### src/rtl/mem_responder.sv
// Single-port byte-addressable memory slave with a fixed-latency valid/ready request/response handshake.
// Optional feature: define MEM_RESPONDER_ALIGN_CHECK_EN to reject misaligned or reserved-size requests.
module mem_responder #(
  parameter int unsigned DATA_WIDTH = 32,
  parameter int unsigned WORDS      = 64,
  parameter int unsigned LATENCY    = 2
) (
  input  logic                  clk,
  input  logic                  rst_n,
  input  logic                  req_valid,
  output logic                  req_ready,
  input  logic                  req_write,
  input  logic [DATA_WIDTH-1:0] req_addr,
  input  logic [1:0]            req_size,
  input  logic [DATA_WIDTH-1:0] req_wdata,
  output logic                  rsp_valid,
  input  logic                  rsp_ready,
  output logic [DATA_WIDTH-1:0] rsp_rdata,
  output logic                  rsp_err
);

  localparam int unsigned ADDR_WIDTH = $clog2(WORDS);
  localparam int unsigned CNT_W      = 4;

  typedef enum logic [1:0] {
    IDLE = 2'd0,
    BUSY = 2'd1,
    RESP = 2'd2
  } state_e;

  state_e                  state_q, state_d;
  logic [CNT_W-1:0]        cnt_q, cnt_d;
  logic                    wr_q, wr_d;
  logic [ADDR_WIDTH-1:0]   idx_q, idx_d;
  logic [1:0]              off_q, off_d;
  logic [1:0]              size_q, size_d;
  logic [DATA_WIDTH-1:0]   wdata_q, wdata_d;
  logic                    err_q, err_d;
  logic                    req_ready_q, req_ready_d;
  logic                    rsp_valid_q, rsp_valid_d;
  logic [DATA_WIDTH-1:0]   rsp_rdata_q, rsp_rdata_d;
  logic                    rsp_err_q, rsp_err_d;

  logic [DATA_WIDTH-1:0]   mem_q [WORDS];

  logic                    accept_c, access_c, done_c, mem_we_c;
  logic [1:0]              cap_off_c, cap_size_c;
  logic                    cap_err_c;
  logic [4:0]              shift_c;
  logic [DATA_WIDTH-1:0]   size_mask_c, lane_mask_c, old_word_c, wr_word_c, rd_word_c;
  logic                    unused_addr_bits;

  assign accept_c = (state_q == IDLE) && req_valid && req_ready_q;
  assign access_c = (state_q == BUSY) && (cnt_q == '0);
  assign done_c   = (state_q == RESP) && rsp_valid_q && rsp_ready;
  assign mem_we_c = access_c && wr_q && !err_q;

  // Upper address bits are deliberately ignored so addresses wrap modulo WORDS*4.
  assign unused_addr_bits = ^req_addr[DATA_WIDTH-1:ADDR_WIDTH+2];

  // Normalise the incoming access: lane offset, effective size and error flag.
  always_comb begin
    cap_off_c  = req_addr[1:0];
    cap_size_c = req_size;
    cap_err_c  = 1'b0;
    case (req_size)
      2'b00:   cap_off_c = req_addr[1:0];
      2'b01:   cap_off_c = {req_addr[1], 1'b0};
      default: begin
        cap_off_c  = 2'b00;
        cap_size_c = 2'b10;
      end
    endcase
`ifdef MEM_RESPONDER_ALIGN_CHECK_EN
    case (req_size)
      2'b01:   cap_err_c = req_addr[0];
      2'b10:   cap_err_c = |req_addr[1:0];
      2'b11:   cap_err_c = 1'b1;
      default: cap_err_c = 1'b0;
    endcase
`endif
  end

  // Byte-lane merge for stores and right-aligned extract for loads.
  always_comb begin
    shift_c = {off_q, 3'b000};
    case (size_q)
      2'b00:   size_mask_c = DATA_WIDTH'(8'hFF);
      2'b01:   size_mask_c = DATA_WIDTH'(16'hFFFF);
      default: size_mask_c = '1;
    endcase
    lane_mask_c = size_mask_c << shift_c;
    old_word_c  = mem_q[idx_q];
    wr_word_c   = (old_word_c & ~lane_mask_c) | ((wdata_q & size_mask_c) << shift_c);
    rd_word_c   = (old_word_c >> shift_c) & size_mask_c;
  end

  // FSM state register.
  always_ff @(posedge clk or negedge rst_n) begin
    if (!rst_n) begin
      state_q <= IDLE;
    end else begin
      state_q <= state_d;
    end
  end

  // FSM next-state logic.
  always_comb begin
    state_d = state_q;
    case (state_q)
      IDLE:    if (accept_c) state_d = BUSY;
      BUSY:    if (access_c) state_d = RESP;
      RESP:    if (done_c)   state_d = IDLE;
      default: state_d = IDLE;
    endcase
  end

  // FSM outputs and request capture; rsp_* only change on the edge entering RESP.
  always_comb begin
    cnt_d       = cnt_q;
    wr_d        = wr_q;
    idx_d       = idx_q;
    off_d       = off_q;
    size_d      = size_q;
    wdata_d     = wdata_q;
    err_d       = err_q;
    rsp_rdata_d = rsp_rdata_q;
    rsp_err_d   = rsp_err_q;
    req_ready_d = (state_d == IDLE);
    rsp_valid_d = (state_d == RESP);
    if (accept_c) begin
      cnt_d   = CNT_W'(LATENCY - 1);
      wr_d    = req_write;
      idx_d   = req_addr[ADDR_WIDTH+1:2];
      off_d   = cap_off_c;
      size_d  = cap_size_c;
      wdata_d = req_wdata;
      err_d   = cap_err_c;
    end else if ((state_q == BUSY) && (cnt_q != '0)) begin
      cnt_d = cnt_q - CNT_W'(1);
    end
    if (access_c) begin
      rsp_rdata_d = (wr_q || err_q) ? '0 : rd_word_c;
      rsp_err_d   = err_q;
    end
  end

  always_ff @(posedge clk or negedge rst_n) begin
    if (!rst_n) begin
      cnt_q       <= '0;
      wr_q        <= 1'b0;
      idx_q       <= '0;
      off_q       <= '0;
      size_q      <= '0;
      wdata_q     <= '0;
      err_q       <= 1'b0;
      req_ready_q <= 1'b0;
      rsp_valid_q <= 1'b0;
      rsp_rdata_q <= '0;
      rsp_err_q   <= 1'b0;
    end else begin
      cnt_q       <= cnt_d;
      wr_q        <= wr_d;
      idx_q       <= idx_d;
      off_q       <= off_d;
      size_q      <= size_d;
      wdata_q     <= wdata_d;
      err_q       <= err_d;
      req_ready_q <= req_ready_d;
      rsp_valid_q <= rsp_valid_d;
      rsp_rdata_q <= rsp_rdata_d;
      rsp_err_q   <= rsp_err_d;
    end
  end

  // Storage; reset clears every word so an interrupted store never lands.
  always_ff @(posedge clk or negedge rst_n) begin
    if (!rst_n) begin
      for (int unsigned i = 0; i < WORDS; i++) begin
        mem_q[i] <= '0;
      end
    end else if (mem_we_c) begin
      mem_q[idx_q] <= wr_word_c;
    end
  end

  assign req_ready = req_ready_q;
  assign rsp_valid = rsp_valid_q;
  assign rsp_rdata = rsp_rdata_q;
  assign rsp_err   = rsp_err_q;

endmodule

### config.mk
export PLATFORM = sky130hd
export DESIGN_NAME = mem_responder
export DESIGN_NICKNAME = d
export VERILOG_FILES = /design/src/rtl/mem_responder.sv
export SDC_FILE = /design/constraint.sdc
export NUM_CORES = 2
export LEC_CHECK = 0
export ABC_AREA = 1
export ABC_CLOCK_PERIOD_IN_PS = 4310
export BUFFER_PORTS_ARGS = -buffer_cell sky130_fd_sc_hd__buf_4
export CORE_ASPECT_RATIO = 1.4
export CORE_MARGIN = 2
export CORE_UTILIZATION = 35
export DETAILED_ROUTE_END_ITERATION = 16
export GPL_TIMING_DRIVEN = 0
export PLACE_DENSITY = 0.49
export SETUP_SLACK_MARGIN = 0.05
export SYNTH_ARGS = -nofsm -noshare
export SYNTH_HDL_FRONTEND = slang
export SYNTH_SLANG_ARGS = --single-unit
### constraint.sdc
create_clock -name clk -period 4.31 [get_ports clk]
set_clock_uncertainty 0.1 [all_clocks]
set_input_delay 0.431 -clock clk [delete_from_list [all_inputs] [get_ports clk]]
set_output_delay 0.431 -clock clk [all_outputs]
set_load 0.05 [all_outputs]
Word-level counts from Yosys, hierarchy flattened
Index checks and enable logic that the tools add are counted.
Word-level totals
  input port bits: 71
  bits in registers: 2131
Cells by class
  shift operators: 3
  bitwise logic cells: 6
  reductions and logical operators: 16
  equal/unequal tests: 5
  muxes and demuxes: 16
  order comparisons: 2
  add/subtract/negate cells: 1
Operators with widths (count)
  $bwmux W2048: 1
  $bmux W32 S6: 1
  $demux W32 S6: 1
  $mux W32: 4
  $and A32 B32 Y32: 3
  $pmux W32 S2: 1
  $shl A32 B5 Y32: 2
  $not A32 Y32: 1
  $or A32 B32 Y32: 1
  $shr A32 B5 Y32: 1
  $logic_and A1 B1 Y1: 8
  $logic_not A2 Y1: 4
  $mux W2: 4
  $mux W4: 2
  $ge A7 B7 Y1 const B: 1
  $lt A7 B1 Y1 const B: 1
  $not A6 Y7: 1
  $eq A2 B1 Y1 const B: 3
  $pmux W2 S3: 1
  $eq A2 B2 Y1 const B: 2
  $logic_not A4 Y1: 1
  $pmux W2 S2: 1
  $reduce_bool A4 Y1: 1
  $sub A4 B1 Y4 const B: 1
  other kinds (2): 2

Depth between registers and ports, before layout
  depth after elaboration: 7
  gate-level depth with buffers: 18
  gate-level depth less buffers: 14

Worst setup path after synthesis
Ideal clock, no wire load.
  kind: reg-to-reg
  from: reg cnt_q[0]
  to: reg mem_q[1135] in the netlist's numbering
  data arrival time: 2.059 ns
  required time: 4.075 ns
  slack: 2.016 ns
  stages on the path, launching flop included: 12
  cell sequence: dfrtp_1 inv_1 ha_1 nand2_1 nor3_2 inv_2 nor2_8 nand3_1 buf_2 nor2_1 clkbuf_1 o21ai_0
Between the ends
  longest elaborated chain between the ends: 3
Ends and longest elaborated chain
  start, declared: RTL line 32  | logic [CNT_W-1:0] cnt_q, cnt_d;
  start signal, assigned: RTL line 162  | cnt_q <= cnt_d;
  $logic_not A4 Y1: RTL line 54  | assign access_c = (state_q == BUSY) && (cnt_q == '0);
  $logic_and A1 B1 Y1: RTL line 54
  $logic_and A1 B1 Y1: RTL line 56  | assign mem_we_c = access_c && wr_q && !err_q;
  end signal, assigned by index: RTL line 183  | mem_q[idx_q] <= wr_word_c;
  end, declared: RTL line 44  | logic [DATA_WIDTH-1:0] mem_q [WORDS];
Every way passes these cells.
A chain may end at the register's enable or synchronous reset.

Final worst setup path
  from: reg idx_q[1]
  to: reg mem_q[657] in the netlist's numbering
Between the ends
  longest elaborated chain between the ends: 7
  elaborated cells between the ends (all ways): 12
Ends and longest elaborated chain
  start, declared: RTL line 34  | logic [ADDR_WIDTH-1:0] idx_q, idx_d;
  start signal, assigned: RTL line 164  | idx_q <= idx_d;
  $not A6 Y7 (implied by the code) (*): RTL line 93, 183
  $bmux W32 S6: RTL line 93  | old_word_c = mem_q[idx_q];
  $mux W32 (implied by the code) (2 in series): RTL line 93
  $and A32 B32 Y32: RTL line 94  | wr_word_c = (old_word_c & ~lane_mask_c) | ((wdata_q & size_mask_c) << shift_c);
  $or A32 B32 Y32: RTL line 94
  $bwmux W2048 (*): RTL line 183
Mark *: on every way between the ends. The rest lies on a longest branch, timed or not. The select of a mux whose other input is x is not followed.

==> reports/qor.txt <==
DRT
--------------------------------------------------------------------------------------------------
Detailed-route DRC error count                                                                   0
Average wire per standard cell                                                             35.8 um
Vias per cell                                                                                 5.57
Final wirelength                                                                            654 mm
Total number of vias                                                                        102000
DR pass1 iterations                                                                              6
ANT nets after route                                                                             0
DRT iter0 DRCs                                                                               15100

CELLS AND AREA
--------------------------------------------------------------------------------------------------
Post-Layout Cell Count                                                                       18300
Fraction of layout cells with a size suffix above 1                                          9.57%
Count of nets after finishing                                                                14200
Final core area utilization                                                                  40.9%
Area added between synthesis and finish                                                      16.2%

DIE
--------------------------------------------------------------------------------------------------
Effective utilization at floorplan                                                           35.2%
Die span in x                                                                               463 um
Core box area                                                                           293000 um2
IO Pins                                                                                        106
Die height                                                                                  646 um
Row count                                                                                      235
Full die area                                                                           299000 um2

STA
--------------------------------------------------------------------------------------------------
Post-route clock period utilization                                                           106%
Worst slack on hold paths                                                                0.0806 ns
Worst slew slack as a fraction of its limit                                                  8.71%
Peak Freq                                                                                  218 MHz
RSZ-0062 raised after global routing                                                           yes
Final Max Slew Viols                                                                             0
Fin. Hold Viols                                                                                  0
Smallest setup slack after layout                                                        -0.267 ns
Shortest clock period the worst path allows after layout                                   4.58 ns
Number of setup violations in the final report                                                 725
Slew of the pin with the lowest slew margin                                                1.37 ns
Total negative slack                                                                     -46.29 ns

YOSYS
--------------------------------------------------------------------------------------------------
Post-synth top flop                                                                        dfrtp_1
Register bit count reported by yosys                                                          2131
Post-synth net total                                                                         13800
Biggest area consumer among synthesized cells                                              dfrtp_1
Share of Yosys cell area claimed by the top area cell type                                   51.7%
Dominant cell by count in the synthesized netlist                                          nand2_1
Asr flop ratio synth                                                                          100%
Post-Syn Area per Cell                                                                    7.52 um2
Most used standard cells in the synthesized netlist                                   5324 x nand2_1, 2131 x dfrtp_1, 1842 x inv_1
Largest cells by area after synthesis                                                 dfrtp_1 52%, nand2_1 19%, o21ai_0 7.0%
Proportion of synthesized chip area in sequential cells                                      51.7%
Cell count after synthesis                                                                   13700
Number of enable flip-flop cells after synthesis                                                 0
Number of warning messages in the yosys log                                                      0
Combined area of all synthesized cells                                                  103000 um2
Number of different library cells in the post-synthesis netlist                                 37

PWR
--------------------------------------------------------------------------------------------------
Cell-internal power                                                                       0.0447 W
Clock share of power                                                                         20.1%
Power share of the sequential group                                                          21.7%
Portion of total power attributed to combinational logic                                     58.1%
Leakage component of the power                                                             59.7 nW
Switching Share                                                                              57.0%
VDD IR-drop max                                                                         0.000829 V
Net switching component of the power                                                      0.0593 W
PwrDens                                                                                 868 nW/um2

CRITICAL PATH
--------------------------------------------------------------------------------------------------
Arrival time at the worst endpoint                                                         5.27 ns
Element type at the critical path start                                                       flop
Top cell family by delay on the critical path                                         simple AND/OR/NAND/NOR gates
Total buffers and inverters traversed by the critical path                                       4
Maximum single-stage delay on the critical path                                            0.83 ns
Crit-path max FO                                                                                10
Slowest cell on crit path                                                                   nor2_2
Data required time at the worst endpoint                                                   5.01 ns
Chain of cells forming the critical path                                              inv_2 -> nor2_2 -> buf_4 -> buf_4 -> nand3_2 -> nor2_2 -> clkbuf_1 -> o21ai_0
Flop-to-flop setup slack                                                                  -0.27 ns
Critical Path End Type                                                                        flop
Worst Setup Path Type                                                                 flop to flop

STATUS
--------------------------------------------------------------------------------------------------
Outcome                                                                               finished with violations
Violated checks                                                                       negative setup slack

CLOCKING
--------------------------------------------------------------------------------------------------
CTS buffer count                                                                               232
TritonCTS clock tree                                                                           yes
Maximum clock insertion buffer count                                                             4
Number of sinks driven by the clock tree                                                      2131
Skew-Pair Late Insertion Delay                                                             1.00 ns
Clock transition time at the flip-flop clock pins of the worst setup and hold paths        0.07 ns
H-Tree Level Count                                                                               4
Clock tree root driver cell                                                              clkbuf_16

GRT
--------------------------------------------------------------------------------------------------
Initial antenna violation count                                                                 77
Grt ovf                                                                                          0
Met2 layer usage reported by global route                                                    62.1%
Most used routing layer in global routing                                                     met2
Pin count of the biggest net entering global routing                                           165
Number of global-route vias before repair                                                    94200
Global routing met1 resource utilization                                                     49.5%
Aggregate global-route resource usage                                                        42.8%
GR Layer Usage met3                                                                          11.7%
First-pass GRT wire length                                                                  860 mm

PLACE
--------------------------------------------------------------------------------------------------
Number of I/O port buffers                                                                      80
Cell total after placement                                                                   17700
HPWL Detailed                                                                               487 mm
Weighted congestion at the end of routability-driven global placement                         1.09
Post-Place Setup Slack                                                                    -1.48 ns

JOB
--------------------------------------------------------------------------------------------------
Max-cap violations                                                                               0

WORST HOLD PATH
--------------------------------------------------------------------------------------------------
Path class of the lowest-slack min-delay path                                         input port to flop

layer usage:
| layer | vias to the layer above | routed length [um] |
|---|---|---|
| met3 | 1934 | 65900 |
| li1 | 43200 | - |
| met2 | 6193 | 272000 |
| met1 | 50500 | 232000 |
| met4 | 24 | 83100 |
| met5 | - | 166 |
power groups by stage:
stage	Sequential [W]	Clock (W)	Combinational, W
after floorplan	0.0230	0	0.0216
final	0.0226	0.0209	0.0604
after CTS	0.0226	0.0209	0.0563
after global routing	0.0227	0.0216	0.0589
after detailed placement	0.0229	0	0.0544
after global placement	0.0229	0	0.0539
state kept, by name, indices dropped and copies added (netlist names):
name       cells
mem_q       2048
req_ready      1
cnt_q          4
wr_q           1
rsp_valid      1
rsp_rdata     32
off_q          2
wdata_q       32
idx_q          6
size_q         2
state_q        2
area by class of cell:
class	count	area [um2]
Multi-Input combinational cell	8751	38800
Sequential cell	2131	53300
Buffer	971	5920
Timing Repair Buffer	193	2260
Tap cell	3910	4890
Inverter	1863	6990
Clock inverter	40	390
Fill cell	31000	173000
Antenna cell	47	118
Clock buffer	372	7150
path summary, 6_finish.rpt:
path                       depth (start not counted)            to          start
hold reg to reg                                    1      cnt_q[3]       cnt_q[3]
min in group asynchronous                          4  rsp_rdata[3]          rst_n
setup reg to reg                                   8    mem_q[657]       idx_q[1]
setup / recovery                                   8    mem_q[657]       idx_q[1]
hold / removal                                     4   wdata_q[13]  req_wdata[13]
max in group asynchronous                         10    mem_q[871]          rst_n
stage by stage:
step                total power (W)  instance area, um2
finish                        0.104              120000
global route                  0.103              120000
CTS                          0.0998              119000
detailed placement           0.0773              109000
floorplan                    0.0446              103000
global placement             0.0768              109000
cells in the final DEF, fill, tap and decap left out, drive strengths merged:
cell type / instances
dfrtp: 2131
or2: 9
inv: 1858
ha: 2
clkinv: 38
a32oi: 1
nand2: 5338
nand3: 875
o21ai: 2100
nor4: 1
clkbuf: 788
a2bb2oi: 1
dlygate4sd3: 49
nor2: 160
nand4: 16
clkdlybuf4s15: 8
nor3: 11
o22ai: 1
buf: 691
conb: 1
a21oi: 11
bufinv: 7
o211ai: 224
diode: 47
worst min-delay path, stage by stage:
cell and delay, ns:
dlygate4sd3_1 0.53, buf_4 0.10, nand2_1 0.04, nand2_1 0.04
cell families after synthesis:
group / share of synthesized area (%)
flip-flops: 51.7
other: 0.00364
buffers and inverters: 11.6
adder cells (fa/ha/maj): 0.0243
AND/OR/NAND/NOR: 24.6
AO/OA/AOI/OAI: 12.0
what timing repair did:
action	in CTS	in global routing
endpoints found under the setup margin	2075	1478
resized for setup	539	221
buffers inserted	17	4
pin swaps	2	6
endpoints found under the hold margin	348	0
hold buffers	54	0
cloned	0	1
Note: power is estimated with default switching activity, not from simulation.
